File: config.mk
export PLATFORM = sky130hd
export DESIGN_NAME = branch_target_buffer
export DESIGN_NICKNAME = d
export VERILOG_FILES = /design/src/rtl/branch_target_buffer_pkg.sv /design/src/rtl/branch_target_buffer_sat_counter.sv /design/src/rtl/branch_target_buffer.sv
export SDC_FILE = /design/constraint.sdc
export NUM_CORES = 2
export LEC_CHECK = 0
export ABC_CLOCK_PERIOD_IN_PS = 9150
export CORE_ASPECT_RATIO = 1.25
export CORE_MARGIN = 2
export CORE_UTILIZATION = 40
export CTS_CLUSTER_SIZE = 40
export DETAILED_ROUTE_END_ITERATION = 8
export PLACE_DENSITY_LB_ADDON = 0.3
export SYNTH_ARGS = -nofsm -noshare
export SYNTH_HDL_FRONTEND = slang
export SYNTH_HIERARCHICAL = 1
export SYNTH_MEMORY_MAX_BITS = 65536
export SYNTH_SLANG_ARGS = --single-unit
File: constraint.sdc
create_clock -name clk -period 9.15 [get_ports clk]
set_input_delay 1.83 -clock clk [delete_from_list [all_inputs] [get_ports clk]]
set_output_delay 1.83 -clock clk [all_outputs]
set_load 0.05 [all_outputs]
File: src/rtl/branch_target_buffer_pkg.sv
// Shared definitions for the branch target buffer.
// - FSM state encoding (idle / invalidate sweep).
// - Saturating-counter constants as functions of counter width.
// - PC index/tag field extraction helpers (operate on a 128-bit zero-extended PC).
package branch_target_buffer_pkg;

  typedef enum logic {
    StIdle  = 1'b0,
    StSweep = 1'b1
  } btb_state_e;

  function automatic int unsigned cnt_max(input int unsigned w);
    return (1 << w) - 1;
  endfunction

  function automatic int unsigned cnt_weak_t(input int unsigned w);
    return 1 << (w - 1);
  endfunction

  function automatic int unsigned cnt_weak_nt(input int unsigned w);
    return (1 << (w - 1)) - 1;
  endfunction

  function automatic logic [127:0] low_mask(input int unsigned width);
    return ~({128{1'b1}} << width);
  endfunction

  // index = pc[idx_w+1:2]
  function automatic logic [127:0] pc_index(input logic [127:0] pc, input int unsigned idx_w);
    return (pc >> 2) & low_mask(idx_w);
  endfunction

  // tag = pc[idx_w+1+tag_w:idx_w+2]
  function automatic logic [127:0] pc_tag(input logic [127:0] pc, input int unsigned idx_w,
                                          input int unsigned tag_w);
    return (pc >> (idx_w + 2)) & low_mask(tag_w);
  endfunction

endpackage

File: src/rtl/branch_target_buffer_sat_counter.sv
// Saturating up/down next-value logic.
// Ports:
//   value      - current count
//   up / down  - step request; both or neither leaves the value unchanged
//   next_value - value stepped by one, clamped at 0 and all-ones
module sat_counter #(
  parameter int unsigned W = 2
) (
  input  logic [W-1:0] value,
  input  logic         up,
  input  logic         down,
  output logic [W-1:0] next_value
);

  always_comb begin
    next_value = value;
    if (up && !down) begin
      if (value != {W{1'b1}}) next_value = value + W'(1);
    end else if (down && !up) begin
      if (value != '0) next_value = value - W'(1);
    end
  end

endmodule

File: src/rtl/branch_target_buffer.sv
// Direct-mapped branch target buffer with per-entry tag, target and saturating counter.
// Ports:
//   clk, reset          - rising-edge clock, synchronous active-high reset
//   enable              - global run enable; freezes all state when low
//   lookup_pc           - IF-stage PC; pred_hit/pred_taken/pred_target are combinational
//   upd_*               - resolved branch update from ID, applied at the clock edge
//   clear_req           - starts a DEPTH-cycle invalidate sweep; busy is high while it runs
//   mispredict_cnt      - saturating count of resolved mispredictions
module branch_target_buffer
  import branch_target_buffer_pkg::*;
#(
  parameter int unsigned PC_W   = 64,
  parameter int unsigned DEPTH  = 64,
  parameter int unsigned TAG_W  = 10,
  parameter int unsigned CNT_W  = 2,
  parameter int unsigned STAT_W = 32
) (
  input  logic              clk,
  input  logic              reset,
  input  logic              enable,
  input  logic [PC_W-1:0]   lookup_pc,
  output logic              pred_hit,
  output logic              pred_taken,
  output logic [PC_W-1:0]   pred_target,
  input  logic              upd_valid,
  input  logic [PC_W-1:0]   upd_pc,
  input  logic [PC_W-1:0]   upd_target,
  input  logic              upd_taken,
  input  logic              upd_pred_taken,
  input  logic              clear_req,
  output logic              busy,
  output logic [STAT_W-1:0] mispredict_cnt
);

  localparam int unsigned IDX_W = $clog2(DEPTH);
  localparam logic [CNT_W-1:0] CntWeakT  = CNT_W'(cnt_weak_t(CNT_W));
  localparam logic [CNT_W-1:0] CntWeakNt = CNT_W'(cnt_weak_nt(CNT_W));
  localparam logic [IDX_W-1:0] PtrLast   = IDX_W'(DEPTH - 1);

  logic              valid_q  [DEPTH];
  logic [TAG_W-1:0]  tag_q    [DEPTH];
  logic [PC_W-1:0]   target_q [DEPTH];
  logic [CNT_W-1:0]  cnt_q    [DEPTH];

  btb_state_e        state_q, state_d;
  logic [IDX_W-1:0]  ptr_q, ptr_d;
  logic [STAT_W-1:0] stat_q, stat_d;

  logic [IDX_W-1:0]  lk_idx, upd_idx;
  logic [TAG_W-1:0]  lk_tag, upd_tag;
  logic              lk_match, upd_hit, upd_apply, sweep_clr, mispredict;
  logic [CNT_W-1:0]  cnt_next;

  assign lk_idx  = IDX_W'(pc_index(128'(lookup_pc), IDX_W));
  assign lk_tag  = TAG_W'(pc_tag(128'(lookup_pc), IDX_W, TAG_W));
  assign upd_idx = IDX_W'(pc_index(128'(upd_pc), IDX_W));
  assign upd_tag = TAG_W'(pc_tag(128'(upd_pc), IDX_W, TAG_W));

  // Lookup reads pre-edge state; predictions are suppressed while sweeping.
  assign lk_match    = valid_q[lk_idx] && (tag_q[lk_idx] == lk_tag);
  assign pred_hit    = (state_q == StIdle) && lk_match;
  assign pred_taken  = pred_hit && cnt_q[lk_idx][CNT_W-1];
  assign pred_target = pred_hit ? target_q[lk_idx] : '0;
  assign busy        = (state_q == StSweep);

  assign upd_hit    = valid_q[upd_idx] && (tag_q[upd_idx] == upd_tag);
  assign upd_apply  = upd_valid && (state_q == StIdle);
  assign sweep_clr  = (state_q == StSweep);
  assign mispredict = upd_valid && (upd_taken != upd_pred_taken);

  sat_counter #(
    .W (CNT_W)
  ) u_upd_cnt (
    .value      (cnt_q[upd_idx]),
    .up         (upd_taken),
    .down       (!upd_taken),
    .next_value (cnt_next)
  );

  sat_counter #(
    .W (STAT_W)
  ) u_stat_cnt (
    .value      (stat_q),
    .up         (mispredict),
    .down       (1'b0),
    .next_value (stat_d)
  );

  always_comb begin
    state_d = state_q;
    ptr_d   = ptr_q;
    case (state_q)
      StIdle: begin
        if (clear_req) begin
          state_d = StSweep;
          ptr_d   = '0;
        end
      end
      StSweep: begin
        ptr_d = ptr_q + IDX_W'(1);
        if (ptr_q == PtrLast) state_d = StIdle;
      end
      default: state_d = StIdle;
    endcase
  end

  always_ff @(posedge clk) begin
    if (reset) begin
      state_q <= StIdle;
      ptr_q   <= '0;
      stat_q  <= '0;
      for (int unsigned i = 0; i < DEPTH; i++) begin
        valid_q[i] <= 1'b0;
        cnt_q[i]   <= CntWeakNt;
      end
    end else if (enable) begin
      state_q <= state_d;
      ptr_q   <= ptr_d;
      stat_q  <= stat_d;
      if (sweep_clr) begin
        valid_q[ptr_q] <= 1'b0;
        cnt_q[ptr_q]   <= CntWeakNt;
      end
      if (upd_apply) begin
        if (upd_hit) begin
          cnt_q[upd_idx] <= cnt_next;
          if (upd_taken) target_q[upd_idx] <= upd_target;
        end else if (upd_taken) begin
          // Taken-only allocation; replaces whatever occupied the index.
          valid_q[upd_idx]  <= 1'b1;
          tag_q[upd_idx]    <= upd_tag;
          target_q[upd_idx] <= upd_target;
          cnt_q[upd_idx]    <= CntWeakT;
        end
      end
    end
  end

  assign mispredict_cnt = stat_q;

endmodule

* Yosys cells after proc, flatten, opt, wreduce, memory -nomap -nowiden *
Memory sizes are Yosys's and may differ from the RTL's.
Index checks and enable logic that the tools add are counted.

storage, ports and cells
  memories = 4
  bits of input ports = 199
  output and inout bits = 99
  bits in writable memories = 4928
  word-level logic and storage cells = 79
  bits in registers = 39

memory list
  memory    depth  bits a word  rd ports  clocked after memory_dff  wr ports  RTL line                    RTL
  target_q  64     64           1         0                         1         branch_target_buffer.sv:42  logic [PC_W-1:0] target_q [DEPTH];
  tag_q     64     10           2         0                         1         branch_target_buffer.sv:41  logic [TAG_W-1:0] tag_q [DEPTH];
  cnt_q     64     2            2         0                         64        branch_target_buffer.sv:43  logic [CNT_W-1:0] cnt_q [DEPTH];
  valid_q   64     1            2         0                         64        branch_target_buffer.sv:40  logic valid_q [DEPTH];

cells by class
  add/subtract/negate cells = 4
  mux-type cells = 45
  bitwise operators = 3
  reduce and logical (&&, ||, !) cells = 13
  equal/unequal tests = 7

operators with widths
  kind                                                                 count
  64-bit two-way mux                                                   2
  32-bit by 1-bit adder with 32-bit output (second input constant)     1
  32-bit != test (second input constant)                               1
  1-bit two-way mux                                                    30
  6-bit two-way mux                                                    5
  10-bit == test                                                       2
  2-bit two-way mux                                                    6
  6-bit case mux with 2 select lines                                   1
  6-bit by 1-bit adder with 6-bit output (second input constant)       1
  6-bit == test (second input constant)                                1
  1-bit logical AND                                                    6
  2-bit != test (second input constant)                                2
  2-bit OR reduction                                                   2
  3-bit AND reduction                                                  1
  2-bit by 1-bit adder with 2-bit output (second input constant)       1
  1-bit OR                                                             2
  1-bit case mux with 2 select lines                                   1
  2-bit AND reduction                                                  1
  2-bit nonzero test                                                   1
  1-bit OR reduction                                                   2
  2-bit by 1-bit subtractor with 2-bit output (second input constant)  1
  1-bit != test                                                        1
  1-bit inverter                                                       1

* Logic depth before layout (Yosys ltp) *
An unclocked memory read counts as a cell.

  word-level depth = 11
  mapped depth = 26
  gate-level depth less buffers = 16

* Hierarchy *
The synthesis kept the hierarchy.

modules (own cells, without submodules)
  module                     seq. area each (µm²)  cells each  times used  area each (µm²)
  branch_target_buffer       148762.7              8567        1           198203.8
  sat_counter at u_stat_cnt  0.0                   206         1           1365.1
  sat_counter at u_upd_cnt   0.0                   10          1           66.3

* Least setup slack after synthesis *
OpenSTA, ideal clock, no wires.

  kind = input port to output port
  start point = input lookup_pc[2]
  end point = output pred_target[14]
  buffers on the path = 5
  arrival = 5976 ps
  required time = 7320 ps
  cell stages on the path = 13
  setup slack = 1344 ps
  cell sequence = clkbuf_1 -> buf_2 -> buf_1 -> mux4_2 -> mux4_2 -> mux4_2 -> xnor2_1 -> nand4_1 -> nor2_1 -> nand4_1 -> clkbuf_1 -> clkbuf_1 -> nor2b_1

on the way
  word-level cells in the longest chain between the ends = 5
  elaborated cells on any way between the ends = 7
  those cells by class = eq/ne: 1; mux: 1; reduce/logical: 2; memory: 3

ends and longest elaborated chain
  element               RTL line                    RTL
  start, declared       branch_target_buffer.sv:21  input logic [PC_W-1:0] lookup_pc,
  memory 64 x 10 bit    n/a
  10-bit == test        branch_target_buffer.sv:60  assign lk_match = valid_q[lk_idx] && (tag_q[lk_idx] == lk_tag);
  1-bit logical AND     branch_target_buffer.sv:60
  1-bit logical AND     branch_target_buffer.sv:61  assign pred_hit = (state_q == StIdle) && lk_match;
  64-bit two-way mux *  branch_target_buffer.sv:63  assign pred_target = pred_hit ? target_q[lk_idx] : '0;
  end, declared         branch_target_buffer.sv:24  output logic [PC_W-1:0] pred_target,

Mark *: on every way between the ends. The rest lies on a longest branch, timed or not.

* Worst setup path after layout *
  start point = input lookup_pc[2]
  end point = output pred_target[7]

Same word-level chain as after synthesis.

==> key figures <==
Route
  – Mean routed wirelength per cell: 35.32 um
  – ANT nets after route: 0
  – DR WL met2: 289.9 mm
  – Total wire length: 571.5 mm
  – Remaining DRCs: 0
  – Top layer in use: met5
  – 1st-pass router iterations: 6
  – Vias/cell: 6.135
  – Wl on met1: 214.2 mm
  – Metal3 WL: 46.48 mm
  – First DRT Iteration DRCs: 13400
  – Vias: 99260

Placed design
  – GPL Wtd Cong: 0.8731
  – DP Wirelength: 295.7 mm
  – Placement Cell Area: 211900 um^2
  – Placed cells: 15290
  – IO Port Bufs: 201

Critical path
  – Worst EP required: 7.32 ns
  – Critical path peak fanout: 95
  – RR Startpoint: tag_q[14][5]
  – CP Launch Type: input port
  – CP arrival: 6.37 ns
  – Worst setup path start: lookup_pc[2]
  – R2R setup slack: 3.42 ns
  – Setup crit end kind: output pin
  – Critical path class: input port to output pin

Cells and area
  – Register Area: 148800 um^2
  – Share of post-route cells with drive strength above 1: 30.89%
  – # nets final: 9398
  – Multi-input combinational cell area: 48970 um^2
  – Filler Cell Count: 40720
  – Finished Cell Area: 227100 um^2
  – Non-filler instance count after layout: 16180
  – Area Overhead vs Synth: 13.76%

Clock tree
  – Clock Pin Slew Worst Setup and Hold Paths: 0.06 ns
  – Clk buf depth: 4
  – CTS Buf Count: 470
  – Hold buffer count at cts: 0
  – CTS tree: yes
  – # clock sinks: 4967
  – CTS Root Cell: clkbuf_16
  – Setup Fix Bufs, Post-CTS: 0
  – Clock Latency Late Sink: 1.09 ns
  – CTS H-tree lvls: 5
  – Count of cells resized by post-cts repair: 0

Die
  – I/O pin cnt: 298
  – Row count: 290
  – Chip Width: 635.9 um
  – Initial core utilization: 40.07%
  – Die height: 793.9 um
  – Core footprint: 498200 um^2
  – Area of the die: 504800 um^2

STA
  – Slew Limit Headroom: 1.256%
  – Minimum clock period: 8.202 ns
  – Slew @ Worst Pin: 1.481 ns
  – Max Slew Vio Count: 0
  – Post-route setup TNS: 0 ns
  – Final Hold Vio Count: 0
  – RSZ-0062 raised after global routing: false
  – Final setup fails: 0
  – Worst Skew: 0.06686 ns
  – Fmax: 121.9 MHz
  – Final cycle utilization of the critical path: 89.64%

Power
  – Pwr dens: 213.1 nW/um^2
  – Peak VDD IR: 437.6 uV
  – Total Power: 48.39 mW
  – Static Leak: 69.92 nW

Min path
  – Min-delay src: mispredict_cnt[30]
  – Hold Path Class: register to register

Yosys
  – Area contributors post-synth: edfxtp_1 (74%), mux4_2 (19%), mux2i_1 (1.0%), clkbuf_1 (0.68%), nor2_1 (0.63%)
  – Post-Synthesis Cells: 8783
  – Commonest cells in the netlist: edfxtp_1 (4928), mux4_2 (1701), clkbuf_1 (360)
  – Post-Syn Area: 199600 um^2
  – Mean Syn Cell Area: 22.73 um^2
  – EDFF count, synth: 4928
  – Post-synth ARST share: 0%
  – Share of the synthesized area in the top cell type: 74.13%
  – Number of synthesized register bits: 4967
  – Synth Warn #: 6
  – Synth cell types: 91
  – Synth area leader: edfxtp_1
  – Part of the Yosys area used for sequential elements: 74.52%
  – Synth Flop Type: edfxtp_1
  – Most frequent cell after synthesis: edfxtp_1

Flow run
  – Number of max-cap violations: 0

GRT
  – Vias in the first global route: 101600
  – GRT Util Overall: 22.19%
  – Initial antenna violation count: 58
  – First-pass GRT wire length: 791.6 mm
  – Grt ovf: 0
  – Largest net degree at the start of global routing: 144

Status
  – Status: complete, no violations
-- layout make-up --
cell class / instances / area share, %
Tap cell: 6570 / 3.620
Clock buffer: 577 / 5.393
Multi-Input combinational cell: 3232 / 21.56
Sequential cell: 4967 / 65.50
Antenna cell: 25 / 0.02755
Timing Repair Buffer: 511 / 2.581
Inverter: 13 / 0.02149
Clock inverter: 283 / 1.290
-- critical path, cell delays in order --
cell and delay, ns:
buf_16 0.34, buf_12 0.29, buf_4 0.28, buf_12 0.60, buf_4 0.70, mux4_2 0.60, mux4_2 0.58, mux4_2 0.55
nor2b_1 0.20, buf_12 0.17
-- where the power goes --
group | switching, mW | internal, mW | leakage [nW]
clock network | 8.60 | 10.9 | 7.39
logic | 2.12 | 1.49 | 17.9
registers | 0.179 | 25.1 | 44.6
-- worst paths after layout --
check / to / depth (start not counted)
max: pred_target[7] / 10
min: mispredict_cnt[30] / 2
max reg2reg: valid_q[47] / 13
min reg2reg: mispredict_cnt[30] / 2
-- registers in the layout, indices dropped and copies added, names as in the netlist --
signal	flops
tag_q	640
valid_q	64
cnt_q	128
ptr_q	6
mispredict_cnt	32
busy	1
target_q	4096
-- stage by stage --
stage,utilization [%],worst slack [ns],hold WS (ns)
after floorplan,-,1.344,0.6216
after global placement,42.53,0.8937,0.5824
after detailed placement,42.53,0.8295,0.5856
after CTS,45.57,0.8327,0.5996
after global routing,45.58,0.5895,0.6299
final,45.59,0.9480,0.5956
-- layout by cell type, fill, tap and decap left out, types with 74 or more instances in the layout --
cell type / netlist / layout
clkinv_2: 0 / 84
nand3_1: 102 / 102
nor2_1: 333 / 244
mux4_2: 1701 / 1701
nand2_1: 74 / 74
buf_4: 14 / 220
clkbuf_1: 360 / 102
buf_12: 0 / 160
mux2i_1: 204 / 204
nor2b_1: 87 / 85
edfxtp_1: 4928 / 4928
clkinv_1: 1 / 110
clkbuf_16: 0 / 473
a22oi_1: 103 / 103
-- routing by layer --
metal | vias up | global-route usage [%]
li1 | 38600 | -
met1 | 54370 | 29.12
met2 | 5191 | 37.97
met3 | 1076 | 3.532
met4 | 16 | 7.026
met5 | - | 0
-- cell families after synthesis --
group	count (synthesis)	share of synthesized area [%]
flops	4967	74.52
mux	1922	20.32
simple gates	832	2.131
buf+inv	587	1.248
compound gates	412	1.507
xor+xnor	58	0.2545
fa+ha+maj	4	0.02507
other cells	1	0.001878
(Power assumes the default switching activity.)
